$ cat config.mk
export PLATFORM = sky130hd
export DESIGN_NAME = f_select_ctrl
export DESIGN_NICKNAME = d
export VERILOG_FILES = /design/src/rtl/f_select_ctrl.sv
export SDC_FILE = /design/constraint.sdc
export NUM_CORES = 1
export LEC_CHECK = 0
export BUFFER_PORTS_ARGS = -buffer_cell sky130_fd_sc_hd__buf_2
export CAP_MARGIN = 10
export CORE_AREA = 2 2 116 118
export DETAILED_ROUTE_END_ITERATION = 8
export DIE_AREA = 0 0 118 120
export GPL_TIMING_DRIVEN = 0
export PLACE_DENSITY = 0.72
export SETUP_SLACK_MARGIN = 0.02
export SLEW_MARGIN = 20
export SYNTH_ARGS = -nofsm -noshare
export SYNTH_HDL_FRONTEND = slang
export SYNTH_SLANG_ARGS = --single-unit
$ cat constraint.sdc
create_clock -name clk -period 4.1 [get_ports clk]
set_clock_uncertainty 0.1 [all_clocks]
set_input_delay 0.205 -clock clk [delete_from_list [all_inputs] [get_ports clk]]
set_output_delay 0.205 -clock clk [all_outputs]
set_load 0.005 [all_outputs]
$ cat src/rtl/f_select_ctrl.sv
// f_select_ctrl
// Sequences the frequency-select ROM and runs the half-period counter of the
// frequency divider. A select request is clamped to the populated ROM range.
// It is fetched through the ROM's one-cycle registered read, then applied.
// A running divider only takes a new half-period at a terminal count, so
// clk_out never has a short or stretched half-cycle.
module f_select_ctrl #(
    parameter int WIDTH_DIR  = 5,
    parameter int WIDTH_DATA = 28,
    parameter int MAX_SEL    = 27
) (
    input  logic                  clk,
    input  logic                  rst,
    input  logic                  sel_valid,
    input  logic [WIDTH_DIR-1:0]  sel,
    output logic                  sel_ready,
    output logic [WIDTH_DIR-1:0]  rom_dir,
    input  logic [WIDTH_DATA-1:0] rom_data,
    output logic                  clk_out,
    output logic                  tick,
    output logic [WIDTH_DIR-1:0]  cur_sel,
    output logic                  sel_done
);

    typedef enum logic [1:0] {
        S_IDLE,
        S_LAT,
        S_CAP,
        S_PEND
    } state_t;

    localparam logic [WIDTH_DIR-1:0]  MAX_DIR  = WIDTH_DIR'(MAX_SEL);
    localparam logic [WIDTH_DATA-1:0] ONE_DATA = WIDTH_DATA'(1);

    state_t                state;
    logic [WIDTH_DATA-1:0] cnt;
    logic [WIDTH_DATA-1:0] period;
    logic [WIDTH_DATA-1:0] next_period;
    logic [WIDTH_DIR-1:0]  target;
    logic                  pending;

    logic [WIDTH_DIR-1:0]  sel_clamped;
    logic [WIDTH_DATA-1:0] rom_period;
    logic                  at_term;

    // Requests above the populated range fall back to the last valid entry.
    assign sel_clamped = (sel > MAX_DIR) ? MAX_DIR : sel;

    // A zero ROM word would stall the divider; treat it as the fastest rate.
    assign rom_period = (rom_data == '0) ? ONE_DATA : rom_data;

    // Last cycle of the current half-period; only meaningful while running.
    assign at_term = (period != '0) && (cnt == period - ONE_DATA);

    // Sequencer FSM and divider share one register block.
    // The boundary swap and the pending flag stay in lockstep this way.
    always_ff @(posedge clk) begin
        if (rst) begin
            state       <= S_LAT;
            cnt         <= '0;
            period      <= '0;
            next_period <= '0;
            target      <= '0;
            pending     <= 1'b0;
            rom_dir     <= '0;
            sel_ready   <= 1'b0;
            clk_out     <= 1'b0;
            tick        <= 1'b0;
            cur_sel     <= '0;
            sel_done    <= 1'b0;
        end else begin
            tick     <= 1'b0;
            sel_done <= 1'b0;

            // Divider: the old half-period always completes before a swap.
            if (period != '0) begin
                if (at_term) begin
                    cnt     <= '0;
                    clk_out <= ~clk_out;
                    tick    <= 1'b1;
                    if (pending) begin
                        period   <= next_period;
                        cur_sel  <= target;
                        sel_done <= 1'b1;
                        pending  <= 1'b0;
                    end
                end else begin
                    cnt <= cnt + ONE_DATA;
                end
            end

            case (state)
                S_IDLE: begin
                    if (sel_valid && sel_ready) begin
                        rom_dir   <= sel_clamped;
                        target    <= sel_clamped;
                        sel_ready <= 1'b0;
                        state     <= S_LAT;
                    end
                end
                S_LAT: begin
                    // The ROM registers the word for rom_dir on this edge.
                    state <= S_CAP;
                end
                S_CAP: begin
                    next_period <= rom_period;
                    if (period == '0) begin
                        // Divider is stopped, so there is no boundary to wait for.
                        period    <= rom_period;
                        cnt       <= '0;
                        cur_sel   <= target;
                        sel_done  <= 1'b1;
                        sel_ready <= 1'b1;
                        state     <= S_IDLE;
                    end else begin
                        pending <= 1'b1;
                        state   <= S_PEND;
                    end
                end
                S_PEND: begin
                    // The divider performs the swap on this same terminal edge.
                    if (at_term) begin
                        sel_ready <= 1'b1;
                        state     <= S_IDLE;
                    end
                end
                default: begin
                    state <= S_IDLE;
                end
            endcase
        end
    end

endmodule
**Word level (Yosys, flattened, before mapping)**

Index checks and enable logic that the tools add are counted.

- Bits in registers: 101
- Output and inout port bits: 14
- Word-level logic and storage cells: 69

- Add/subtract/negate cells: 2
- Bitwise gates (word level): 2
- Muxes and demuxes: 34
- Reductions and logical operators: 12
- Magnitude comparators: 1
- Equal/unequal tests: 7

Operators by type and width:

| cell | number |
|---|---|
| 2-to-1 mux 28 bit | 10 |
| logical NOT 28 bit | 2 |
| 2-to-1 mux 5 bit | 6 |
| adder 28 x 1 -> 28 bit (second input constant) | 1 |
| equality test 28 bit | 1 |
| nonzero test 28 bit | 1 |
| subtractor 28 x 1 -> 28 bit (second input constant) | 1 |
| 2-to-1 mux 1 bit | 13 |
| case mux 2 bit (4 select lines) | 1 |
| 2-to-1 mux 2 bit | 3 |
| inequality test 2 bit (second input constant) | 3 |
| AND reduction 2 bit | 3 |
| > comparator 5 bit (second input constant) | 1 |
| equality test 2 bit (second input constant) | 2 |
| AND reduction 4 bit | 1 |
| case mux 1 bit (3 select lines) | 1 |
| nonzero test 3 bit | 1 |
| equality test 2 x 1 -> 1 bit (second input constant) | 1 |
| logical AND 1 bit | 2 |
| logical NOT 2 bit | 1 |
| inverter 1 bit | 2 |
| OR reduction 2 bit | 1 |

**Depth between registers and ports, before layout**

- Depth after elaboration: 7
- Mapped depth: 15
- Mapped depth without buffers: 10

**Worst setup path before layout**

OpenSTA, ideal clock, no wires.

- Kind: register to register
- Start point: register period[2]
- End point: register period[10]
- Arrival: 4.031 ns
- Setup slack: -0.094 ns
- Required time: 3.938 ns
- Period minus slack after synthesis: 4.194 ns
- Stages on the path, launching flop included: 14
- Buffers on the path: 5
- Cell sequence: dfxtp_1 > buf_6 > or3_1 > buf_2 > or4_4 > or4_1 > and3_1 > or4b_1 > buf_2 > or4_4 > buf_6 > clkbuf_2 > or4b_1 > nand3_1

- Cells in the longest elaborated chain, start to end: 7

RTL lines:

| element | line | RTL |
|---|---|---|
| start: declaration | 37 | `logic [WIDTH_DATA-1:0] period;` |
| start signal: assignment | 82 | `period <= next_period;` |
| start signal: assignment | 109 | `period <= rom_period;` |
| subtractor 28 x 1 -> 28 bit | 53 | `assign at_term = (period != '0) && (cnt == period - ONE_DATA);` |
| equality test 28 bit | 53 |  |
| logical AND 1 bit | 53 |  |
| 2-to-1 mux 28 bit | 77 | `if (at_term) begin` |
| 2-to-1 mux 28 bit | 76 | `if (period != '0) begin` |
| 2-to-1 mux 28 bit | 107 | `if (period == '0) begin` |
| 2-to-1 mux 28 bit (*) | 92 | `case (state)` |

Mark *: on every way between the ends. The rest lies on a longest branch, timed or not.
A chain may end at the register's enable or synchronous reset.

**Worst setup path after layout**

- Start point: register period[8]
- End point: register period[19]

Same word-level chain as after synthesis.

==> reports/qor.txt <==
Run status = complete, no violations
Worst path max stage delay = 0.59 ns
Buf/Inv on CP = 1
Synth Register Bits = 101
CP max-delay cell = or4_4
Synth Warn # = 0
Post-synthesis async set-or-reset flop share = 0
CP required = 4.30 ns
TritonCTS clock tree = yes
Crit Path Class = flop to flop
Final WL = 15600 um
Core Util, Final = 0.524
Number of remaining DRC errors = 0
Fmax = 244 MHz
Die height = 120 um
RR Endpoint = period[19]
Final Setup Violations = 0
Clk_lat worst skew = 0.35 ns
Die W = 118 um
Post-synthesis sequential area ratio = 0.354
Layout net count = 816
RSZ-0062 raised after global routing = true
Placer Congestion = 0.956
Longest Clk Path Bufs = 2
Initial core utilization = 0.440
Synth top area share = 0.354
Row count = 42
DR WL/cell = 16.3 um
Synth top cells by count = dfxtp_1 (101), nand2_1 (89), nor2_1 (56)
Core Footprint = 13000 um^2
Post-synth cell types = 58
CP most frequent cell = or4_4
Crit share post-route = 0.998
Largest net degree at the start of global routing = 17
First-pass DRT Iterations = 5
HP Start = rom_data[7]
CP delay by family, top = simple AND/OR/NAND/NOR gates
Synthesized area = 5710 um^2
Initial antenna violation count = 0
Routed vias/inst = 5.66
Pins over their slew limit = 0
Crit. End Element = flop
CP startpoint kind = flop
HPWL Detailed = 11500 um
Overflow after GRT = 0
IO Count = 50
Most used flip-flop cell after synthesis = dfxtp_1
Gr usage total = 0.223
CTS Sinks = 101
Post-layout min period = 4.09 ns
HP Class = primary input to flop
Net count after synthesis = 752
WHS Endpoint = next_period[7]
# port buffers = 49
H-tree Lvls = 3
CTS root buffer = clkbuf_16
Area Growth Syn to Fin = 19.3%
Cell count after synthesis = 713
Setup slack, reg-to-reg = 0.009 ns
Num CTS Buffers = 9
Final hold violation count = 0
Maxcap violations = 0
First-pass GRT wire length = 25300 um
Top post-synthesis cells by area = dfxtp_1 (35%), nand3b_1 (5.9%), nand2_1 (5.9%), xor2_1 (4.6%), a21oi_1 (4.2%)
Via count = 5423
Worst IR Drop VDD = 0.682 mV
WHS = 0.00924 ns
Clock transition at path regs = 0.07 ns
Number of synthesized flops with an enable pin = 0
Layout cell share with drive strength beyond 1 = 0.178
Power Dens Cells = 917 nW/um^2
# diodes = 0
Initial DRC Count = 287
Yosys top cell by area = dfxtp_1
Leakage = 0.00259 uW
Slew @ Worst Pin = 0.572 ns
CP Max Fanout = 7
Slew headroom = 0.619
Cell with the most instances after synthesis = dfxtp_1
Critical path arrival = 4.29 ns
Syn Area/Cell = 8.00 um^2
Hold path cells = 3
Crit-path cells = or4_4 > or4_4 > or4_1 > and3_4 > or4b_4 > or4_4 > buf_6 > or4b_4 > nand3_2
DIE AREA = 14200 um^2
Routed Antenna Nets = 0
Number of global-route vias before repair = 4982
Reg2reg start = period[8]
Reg2reg path depth = 9
power by group:
group	internal, uW	total, uW	switching, uW
Sequential	1170	1390	225
Combinational	1680	3990	2310
Clock	479	859	380
Total	3330	6240	2910
how the worst max path moves through the flow:
stage,depth (start not counted),endpoint,from
2_1_floorplan,11,period[11],period[11]
3_3_place_gp,12,cnt[12],period[8]
3_5_place_dp,12,cnt[9],period[8]
4_1_cts,11,period[8],period[8]
5_1_grt,9,period[19],period[8]
6_report,9,period[19],period[8]
registers in the layout (all words and copies together) (netlist names), named ones only:
signal and flops:
cnt 28, next_period 28, tick 1, state 2
period 28, clk_out 1, sel_ready 1, sel_done 1
cur_sel 5, target 5
per-layer routing:
| metal | GRT usage | up-vias | part of all wire |
|---|---|---|---|
| li1 | - | 2687 | - |
| met1 | 0.278 | 2514 | 0.44 |
| met2 | 0.377 | 179 | 0.47 |
| met3 | 0.0466 | 43 | 0.059 |
| met4 | 0.0873 | 0 | 0.027 |
| met5 | 0 | - | 0 |
cell families after synthesis:
kind of cell	after synthesis	share of synthesized area
adder cells (fa/ha/maj)	3	0.00658
AO/OA/AOI/OAI	94	0.102
buffers and inverters	61	0.0456
XOR/XNOR	53	0.0838
multiplexers	10	0.0175
flip-flops	101	0.354
AND/OR/NAND/NOR	391	0.390
metrics by stage:
stage	setup slack (ns)	total power [uW]	cell area, um^2	cells	setup TNS [ns]
finish	0.00948	6240	6810	958	0
global route	-0.0426	6650	6810	958	-0.178
CTS	0.0258	6030	6680	958	0
detailed placement	-0.613	4760	6190	938	-28.74
global placement	-0.637	4740	6190	938	-30.40
floorplan	0.117	3950	5730	713	0
area by class of cell:
| type | instances | area, um^2 |
|---|---|---|
| Inverter | 6 | 22.5 |
| Timing Repair Buffer | 63 | 372 |
| Sequential cell | 101 | 2030 |
| Clock buffer | 12 | 236 |
| Clock inverter | 4 | 56.3 |
| Fill cell | 1249 | 6170 |
| Multi-Input combinational cell | 552 | 3660 |
| Buffer | 44 | 208 |
| Tap cell | 176 | 220 |
cell usage in the layout, fill, tap and decap left out, types with 6 or more instances in the layout:
master,instances
xnor2_1,22
or4b_4,12
or4_4,6
dfxtp_1,96
inv_1,6
nand4_1,15
nand3_1,29
nor4_1,22
or4b_1,12
nor3_1,15
a21oi_1,48
nand3_2,11
nand2b_1,17
nor2_1,56
nand3b_1,45
nor2b_1,8
or3_1,14
mux2i_1,10
clkbuf_16,9
buf_2,51
o21ai_0,8
xor2_1,30
buf_4,12
clkbuf_1,36
nand2_1,89
what timing repair did:
action,CTS,global route
setup buffers,6,5
setup endpoints to repair,64,49
gates cloned,2,0
pin swaps,3,12
hold endpoints to repair,2,0
hold buffers,2,0
resized for setup,33,31
tightest hold or removal path, stage by stage:
cell	delay [ns]
buf_2	0.12
nand2_1	0.05
a21oi_1	0.05
Note: power is estimated with default switching activity, not from simulation.
